**config.mk**
```make
export PLATFORM = sky130hd
export DESIGN_NAME = match_controller
export DESIGN_NICKNAME = d
export VERILOG_FILES = /design/src/rtl/match_pkg.sv /design/src/rtl/sync_rise_detect.sv /design/src/rtl/match_controller.sv
export SDC_FILE = /design/constraint.sdc
export NUM_CORES = 1
export LEC_CHECK = 0
export CORE_MARGIN = 2
export CORE_UTILIZATION = 50
export DETAILED_ROUTE_END_ITERATION = 16
export HOLD_SLACK_MARGIN = 0.08
export PLACE_DENSITY = 0.69
export SLEW_MARGIN = 20
export SYNTH_ARGS = -nofsm -noshare
export SYNTH_HDL_FRONTEND = slang
export SYNTH_SLANG_ARGS = --single-unit
```
**constraint.sdc**
```tcl
create_clock -name clk -period 5.3 [get_ports clk]
set_input_delay 1.06 -clock clk [delete_from_list [all_inputs] [get_ports clk]]
set_output_delay 1.06 -clock clk [all_outputs]
set_load 0.02 [all_outputs]
```
**src/rtl/match_pkg.sv**
```systemverilog
// Shared types for the match sequencer: FSM states and winner encoding.
package match_pkg;

    typedef enum logic [1:0] {
        IDLE  = 2'd0,
        PLAY  = 2'd1,
        SERVE = 2'd2,
        OVER  = 2'd3
    } state_t;

    typedef enum logic [1:0] {
        WIN_NONE = 2'b00,
        WIN_BLUE = 2'b01,
        WIN_RED  = 2'b10,
        WIN_DRAW = 2'b11
    } winner_t;

    function automatic winner_t win_code(input logic blue_win, input logic red_win);
        win_code = WIN_NONE;
        if (blue_win && red_win) win_code = WIN_DRAW;
        else if (blue_win)       win_code = WIN_BLUE;
        else if (red_win)        win_code = WIN_RED;
    endfunction

endpackage

```
**src/rtl/sync_rise_detect.sv**
```systemverilog
// Two-flop synchronizer for an asynchronous level input, followed by a
// registered one-cycle pulse on each synchronized rising edge.
module sync_rise_detect (
    input  logic clk,
    input  logic rst_n,
    input  logic i_async,
    output logic o_rise
);

    logic r_sync1;
    logic r_sync2;
    logic r_prev;
    logic r_rise;

    always_ff @(posedge clk or negedge rst_n) begin
        if (!rst_n) begin
            r_sync1 <= 1'b0;
            r_sync2 <= 1'b0;
            r_prev  <= 1'b0;
            r_rise  <= 1'b0;
        end else begin
            r_sync1 <= i_async;
            r_sync2 <= r_sync1;
            r_prev  <= r_sync2;
            r_rise  <= r_sync2 & ~r_prev;
        end
    end

    assign o_rise = r_rise;

endmodule

```
**src/rtl/match_controller.sv**
```systemverilog
// Match sequencer: counts toggle-encoded goals, runs the serve delay and
// decides the winner for the scoreboard overlay.
//
// state | meaning
// IDLE  | waiting for the first start press, ball dead
// PLAY  | ball alive, goals counted
// SERVE | ball dead at centre for SERVE_DELAY cycles, late goals still counted
// OVER  | a team reached WIN_SCORE, scores and winner frozen
module match_controller
    import match_pkg::*;
#(
    parameter int WIN_SCORE   = 5,
    parameter int SERVE_DELAY = 50000000,
    parameter int SCORE_WIDTH = 4
) (
    input  logic                   clk,
    input  logic                   rst_n,
    input  logic                   start_btn,
    input  logic                   blue_score_up,
    input  logic                   red_score_up,
    output logic                   game_initiated,
    output logic                   game_over,
    output logic [SCORE_WIDTH-1:0] blue_score,
    output logic [SCORE_WIDTH-1:0] red_score,
    output logic [1:0]             winner,
    output logic                   goal_pulse
);

    localparam int CNT_W = (SERVE_DELAY > 1) ? $clog2(SERVE_DELAY) : 1;
    localparam logic [CNT_W-1:0]       SERVE_LOAD = CNT_W'(SERVE_DELAY - 1);
    localparam logic [SCORE_WIDTH-1:0] WIN_VAL    = SCORE_WIDTH'(WIN_SCORE);
    localparam logic [SCORE_WIDTH-1:0] ONE        = SCORE_WIDTH'(1);

    state_t                 r_state;
    logic [CNT_W-1:0]       r_serve_cnt;
    logic                   r_armed;
    logic                   r_blue_hist;
    logic                   r_red_hist;
    logic                   r_game_initiated;
    logic                   r_game_over;
    logic [SCORE_WIDTH-1:0] r_blue_score;
    logic [SCORE_WIDTH-1:0] r_red_score;
    winner_t                r_winner;
    logic                   r_goal_pulse;

    logic                   w_start_rise;
    logic                   w_counting;
    logic                   w_blue_cnt;
    logic                   w_red_cnt;
    logic                   w_any_goal;
    logic [SCORE_WIDTH-1:0] w_blue_next;
    logic [SCORE_WIDTH-1:0] w_red_next;
    logic                   w_blue_win;
    logic                   w_red_win;
    logic                   w_win_any;

    sync_rise_detect u_start_sync (
        .clk     (clk),
        .rst_n   (rst_n),
        .i_async (start_btn),
        .o_rise  (w_start_rise)
    );

    // Toggles changing in IDLE/OVER still move the history, so they are absorbed.
    assign w_counting  = (r_state == PLAY) || (r_state == SERVE);
    assign w_blue_cnt  = w_counting & r_armed & (blue_score_up ^ r_blue_hist);
    assign w_red_cnt   = w_counting & r_armed & (red_score_up ^ r_red_hist);
    assign w_any_goal  = w_blue_cnt | w_red_cnt;

    assign w_blue_next = (w_blue_cnt && (r_blue_score < WIN_VAL)) ? r_blue_score + ONE : r_blue_score;
    assign w_red_next  = (w_red_cnt && (r_red_score < WIN_VAL)) ? r_red_score + ONE : r_red_score;
    assign w_blue_win  = w_blue_cnt && (w_blue_next == WIN_VAL);
    assign w_red_win   = w_red_cnt && (w_red_next == WIN_VAL);
    assign w_win_any   = w_blue_win | w_red_win;

    always_ff @(posedge clk or negedge rst_n) begin
        if (!rst_n) begin
            r_state          <= IDLE;
            r_serve_cnt      <= '0;
            r_armed          <= 1'b0;
            r_blue_hist      <= 1'b0;
            r_red_hist       <= 1'b0;
            r_game_initiated <= 1'b0;
            r_game_over      <= 1'b0;
            r_blue_score     <= '0;
            r_red_score      <= '0;
            r_winner         <= WIN_NONE;
            r_goal_pulse     <= 1'b0;
        end else begin
            // Ball controller toggles have no reset, so the first edge only captures them.
            r_armed      <= 1'b1;
            r_blue_hist  <= blue_score_up;
            r_red_hist   <= red_score_up;
            r_goal_pulse <= w_any_goal;

            case (r_state)
                IDLE: begin
                    if (w_start_rise) begin
                        r_state          <= PLAY;
                        r_game_initiated <= 1'b1;
                    end
                end
                PLAY, SERVE: begin
                    r_blue_score <= w_blue_next;
                    r_red_score  <= w_red_next;
                    if (w_win_any) begin
                        r_state          <= OVER;
                        r_game_initiated <= 1'b0;
                        r_game_over      <= 1'b1;
                        r_winner         <= win_code(w_blue_win, w_red_win);
                    end else if (w_any_goal) begin
                        r_state          <= SERVE;
                        r_game_initiated <= 1'b0;
                        r_serve_cnt      <= SERVE_LOAD;
                    end else if (r_state == SERVE) begin
                        if (r_serve_cnt == '0) begin
                            r_state          <= PLAY;
                            r_game_initiated <= 1'b1;
                        end else begin
                            r_serve_cnt <= r_serve_cnt - 1'b1;
                        end
                    end
                end
                OVER: begin
                    if (w_start_rise) begin
                        r_state      <= SERVE;
                        r_game_over  <= 1'b0;
                        r_blue_score <= '0;
                        r_red_score  <= '0;
                        r_winner     <= WIN_NONE;
                        r_serve_cnt  <= SERVE_LOAD;
                    end
                end
                default: begin
                    r_state          <= IDLE;
                    r_game_initiated <= 1'b0;
                    r_game_over      <= 1'b0;
                end
            endcase
        end
    end

    assign game_initiated = r_game_initiated;
    assign game_over      = r_game_over;
    assign blue_score     = r_blue_score;
    assign red_score      = r_red_score;
    assign winner         = r_winner;
    assign goal_pulse     = r_goal_pulse;

endmodule

```
## Yosys cells after proc, flatten, opt, wreduce, memory -nomap -nowiden

Cells that the tools add are included.

- Flip-flop bits (word level): 48
- Bits in latches: 0
- Memory bits (writable): 0
- ROM bits: 0
- Input bits: 5
- Output and inout port bits: 13
- Word-level logic and storage cells: 91
- Memories: 0

- Add/subtract/negate cells: 3
- Multiply operators: 0
- Divide/modulo/power cells: 0
- Magnitude comparators: 2
- Equality and inequality tests: 13
- Shift-type cells: 0
- Mux-type cells: 33
- Bitwise logic cells: 9
- Reduce and logical (&&, ||, !) cells: 16

Operators with widths:

| kind | count |
|---|---|
| $mux W26 | 5 |
| $pmux W26 S2 | 1 |
| $logic_not A26 Y1 | 1 |
| $sub A26 B1 Y26 const B | 1 |
| $mux W2 | 11 |
| $pmux W4 S2 | 2 |
| $mux W4 | 3 |
| $add A4 B1 Y4 const B | 2 |
| $eq A4 B3 Y1 const B | 2 |
| $lt A4 B3 Y1 const B | 2 |
| $ne A4 B4 Y1 const B | 2 |
| $reduce_and A4 Y1 | 2 |
| $mux W1 | 7 |
| $ne A3 B3 Y1 const B | 2 |
| $pmux W2 S3 | 1 |
| $logic_and A1 B1 Y1 | 5 |
| $reduce_and A5 Y1 | 1 |
| $and A1 B1 Y1 | 4 |
| $eq A2 B2 Y1 const B | 2 |
| $ne A2 B1 Y1 const B | 2 |
| $ne A2 B2 Y1 const B | 2 |
| $pmux W1 S2 | 2 |
| $pmux W2 S2 | 1 |
| $reduce_bool A2 Y1 | 2 |
| other kinds (9) | 11 |

## Depth between registers and ports, before layout

- Word-level depth: 13
- Gate-level depth with buffers: 11
- Mapped depth without buffers: 8

## Cells and area by module

From an unflattened synthesis, not the netlist that was laid out.

- Cell total of the unflattened synthesis: 295
- Area total of the unflattened synthesis: 2660.1 um^2

By module, submodules not included:

| module | instances | cells an instance | area each (um^2) | seq. area each (um^2) |
|---|---|---|---|---|
| match_controller | 1 | 290 | 2546.2 | 1101.1 |
| sync_rise_detect | 1 | 5 | 113.9 | 100.1 |

## Worst setup path before layout

OpenSTA, ideal clock, no wires.

- Kind: input-to-reg
- Start: input port red_score_up
- End: register r_serve_cnt[7]
- Setup time: 0.082 ns
- Data arrival time: 2.624 ns
- Data required time: 5.218 ns
- Slack: 2.594 ns
- Cell stages on the path: 8
- Buffers on the path: 2
- Cells stage by stage: xnor2_1 > a21oi_1 > or2_0 > buf_2 > nor3_2 > clkbuf_1 > a31oi_1 > a31oi_1

- Elaborated cells between the ends (all ways): 15
- Classes of those cells: eq/ne (4); mux (4); bitwise (4); reduce/logical (3)

RTL lines:

| what | line | text |
|---|---|---|
| from (decl) | match_controller.sv:20 | `input logic red_score_up,` |
| $xor A1 B1 Y1 (*) | match_controller.sv:67 | `assign w_red_cnt = w_counting & r_armed & (red_score_up ^ r_red_hist);` |
| $and A1 B1 Y1 (*) | match_controller.sv:67 |  |
| $or A1 B1 Y1 (*) | match_controller.sv:68 | `assign w_any_goal = w_blue_cnt \| w_red_cnt;` |
| via w_any_goal | match_controller.sv:50 | `logic w_any_goal;` |
| $mux W26 | match_controller.sv:111 | `end else if (w_any_goal) begin` |
| $mux W26 | match_controller.sv:106 | `if (w_win_any) begin` |
| $pmux W26 S2 | match_controller.sv:96 | `case (r_state)` |
| to (signal assigned) | match_controller.sv:120 | `r_serve_cnt <= r_serve_cnt - 1'b1;` |
| to (decl) | match_controller.sv:35 | `logic [CNT_W-1:0] r_serve_cnt;` |

The timed path passes the listed nets; every way through them passes the cells marked *. The select of a mux whose other input is x is not followed.
A chain may end at the register's enable or synchronous reset.

## Worst setup path in the final report

- Start: input port blue_score_up
- End: register r_serve_cnt[23]

- Elaborated cells between the ends (all ways): 15
- Classes of those cells: eq/ne (4); mux (4); bitwise (4); reduce/logical (3)

RTL lines:

| what | line | text |
|---|---|---|
| from (decl) | match_controller.sv:19 | `input logic blue_score_up,` |
| $xor A1 B1 Y1 (*) | match_controller.sv:66 | `assign w_blue_cnt = w_counting & r_armed & (blue_score_up ^ r_blue_hist);` |
| $and A1 B1 Y1 (*) | match_controller.sv:66 |  |
| $or A1 B1 Y1 (*) | match_controller.sv:68 |  |
| via w_any_goal | match_controller.sv:50 |  |
| $mux W26 | match_controller.sv:111 |  |
| $mux W26 | match_controller.sv:106 |  |
| $pmux W26 S2 | match_controller.sv:96 |  |

Marked as above.

==> results.md <==
* Outcome: finished clean
* Layout area overhead at 10.3%
* Cell Rows at 26
* Core area at 5140 sq um
* Clk root buf: clkbuf_8
* DRC viols at 0
* Met3 global-route usage at 3.76%
* First DRT Iteration DRCs at 130
* CTS tree: built
* DIE WIDTH at 77.2 um
* Maximum Capacitance Violations at 0
* Final #Nets at 316
* Vias at 2197
* Worst IR Drop VDD at 0.406 mV
* Top FF cell, synth: dfrtp_1
* Global-route wire length before repair at 9.65 mm
* Fmax at 283 MHz
* Worst clock skew at 9.35 ps
* Layout cells sized above 1 at 6.62%
* Worst Setup Start Kind: input pin
* IO Count at 18
* Cell count after placement at 365
* Vias per cell at 5.91
* TritonCTS Buffers at 5
* Main area contributors after synthesis: dfrtp_1, a21oi_1, a31oi_1
* Initial Util at 52.2%
* Relative slew slack at 27.8%
* Clock-pin slew on the worst setup and hold paths at 80 ps
* Asr flop ratio synth at 100%
* Detail Placement HPWL at 3.68 mm
* Hold_ws at 367 ps
* Initial DRT Pass Iterations at 4
* Count leader, synth: dfrtp_1
* GRT Max-Usage Layer: met1
* Worst-Skew Late Latency at 300 ps
* Post-CTS sizing at 0
* Cell Pwr Density at 579 nW/um^2
* Die Y at 77.2 um
* P_leak at 1.21 nW
* IO buf count at 17
* Pin count of the biggest net entering global routing at 49
* Gr ovfl total at 0
* # diodes at 0
* Synth Net Count at 305
* Critical Path End Type: flop
* GRT Total Usage at 20.0%
* Vias in the first global route at 1945
* Worst slew pin tran at 1080 ps
* Final Power at 1.71 mW
* Syn Area/Cell at 9.22 sq um
* Fin. max-slew vios at 0
* Post-CTS Setup Bufs at 0
* Min cycle time layout at 3540 ps
* Crit path required time at 5480 ps
* Met2 usage in global routing at 29.4%
* Met1 Use GR at 29.9%
* Post-synthesis sequential element count at 48
* Critical path arrival at 3720 ps
* Hold Fails Final Rpt at 0
* Hold Crit Class: flop to flop
* Clock Sinks at 48
* Cell area after synthesis at 2680 sq um
* Mapped Cells at 291
* Routed Antenna Nets at 0
* Commonest cells in the synthesized netlist: dfrtp_1, a21oi_1, nand2_1
* Critical path class: input pin to flop
* Die Area at 5970 sq um
* Register area share after synthesis at 44.8%
* Finish-stage setup viols at 0
* Clk buf depth at 2
* EDFF count, synth at 0
* Crit Path Max Fanout at 15
* Hold_buf cts at 0
* Placer Congestion at 0.837
* Unrepaired setup endpoints after global routing: false
* Post-route clock period utilization at 66.8%
* Synth warn at 0
* H-Tree Depth at 2
* Synth cell types at 51
* Final core occ at 57.6%
* Antenna violations before repair at 0
* Yosys top cell by area: dfrtp_1
* Yosys top cell area share at 44.8%
* Total routed wirelength at 5.55 mm
* Fill count at 516
* WL/cell at 14.9 um
* Setup TNS Final at 0 ps
* Layout Cells excl Fill at 372
## power by group
| group | switching, mW | internal (mW) | total, mW |
|---|---|---|---|
| Sequential | 0.140 | 0.476 | 0.617 |
| Combinational | 0.514 | 0.344 | 0.857 |
| Clock | 0.122 | 0.116 | 0.238 |
| Total | 0.776 | 0.936 | 1.71 |
## critical path: stages
cell	delay (ps)
clkdlybuf4s50_1	440
xnor2_1	210
a21oi_1	240
or2_0	450
nor3_2	640
buf_4	340
nor4b_1	240
a21oi_1	110
## registers in the layout, summed over array words and instances, names as in the netlist
register / count
r_state: 2
r_serve_cnt: 26
u_start_sync.r_prev: 1
game_initiated: 1
u_start_sync.r_sync2: 1
r_blue_hist: 1
u_start_sync.r_sync1: 1
blue_score: 4
u_start_sync.o_rise: 1
winner: 2
r_armed: 1
r_red_hist: 1
red_score: 4
goal_pulse: 1
game_over: 1
## placed cells by master (no fill, tap or decap), types with 2 or more instances in the layout
cell	synthesis	final
dfrtp_1	48	48
mux2_2	2	2
inv_1	13	13
o21ai_1	2	2
a211oi_1	2	2
a21oi_1	43	43
o22ai_1	5	5
a22o_1	3	3
xnor2_1	2	2
o21ai_0	5	5
a22oi_1	2	2
nor2b_1	2	2
a41oi_1	4	4
clkbuf_8	0	7
nand3b_1	2	2
clkdlybuf4s50_1	0	16
nor2_1	16	16
a31oi_1	19	19
nand2_1	24	24
or4_4	2	2
o21a_1	7	7
nand3_1	5	5
nand2b_1	7	7
o211a_1	2	2
ha_1	9	9
a21o_1	6	6
nor4_1	7	7
buf_4	1	2
nand4_1	2	2
nor3_2	2	2
or3_1	4	4
nor3_1	13	13
## cell families after synthesis
kind of cell	synth area share, %
buf+inv	4.90
other cells	0.140
fa+ha+maj	4.20
xor+xnor	0.653
mux	1.21
simple gates	19.6
flops	44.8
compound gates	24.5
## worst paths after layout
kind,from,endpoint,slack (ps),depth (start not counted)
worst min-delay path,u_start_sync.r_sync1$_DFF_PN0_,u_start_sync.r_sync2$_DFF_PN0_,370,0
min in group asynchronous,rst_n,r_serve_cnt[8]$_DFFE_PN0P_,750,1
worst min register to register,u_start_sync.r_sync1$_DFF_PN0_,u_start_sync.r_sync2$_DFF_PN0_,370,0
worst max-delay path,blue_score_up,r_serve_cnt[23]$_DFFE_PN0P_,1760,8
max in group asynchronous,rst_n,r_serve_cnt[1]$_DFFE_PN0P_,4130,1
worst max register to register,r_state[0]$_DFFE_PN0P_,r_serve_cnt[23]$_DFFE_PN0P_,2230,9
## layer usage
layer  routed length, um  share of wire [%]
met5                   0                  0
met2                2470                 44
met3                 215                3.9
met4                  71                1.3
met1                2790                 50
## metrics by stage
| stage | setup slack (ps) | cell area, sq um |
|---|---|---|
| 2_1_floorplan | 2590 | 2680 |
| 3_3_place_gp | 1560 | 2860 |
| 3_5_place_dp | 1430 | 2860 |
| 4_1_cts | 1740 | 2960 |
| 5_1_grt | 1510 | 2960 |
| 6_report | 1760 | 2960 |
## area by class of cell
cell class | instances | area (sq um) | share of cell area (%)
multi-input combinational | 216 | 1350 | 45.6
sequential | 48 | 1200 | 40.6
timing repair buffer | 18 | 175 | 5.92
clock buffer | 7 | 96.3 | 3.26
tap | 70 | 87.6 | 2.96
inverter | 13 | 48.8 | 1.65
(Power assumes the default switching activity.)
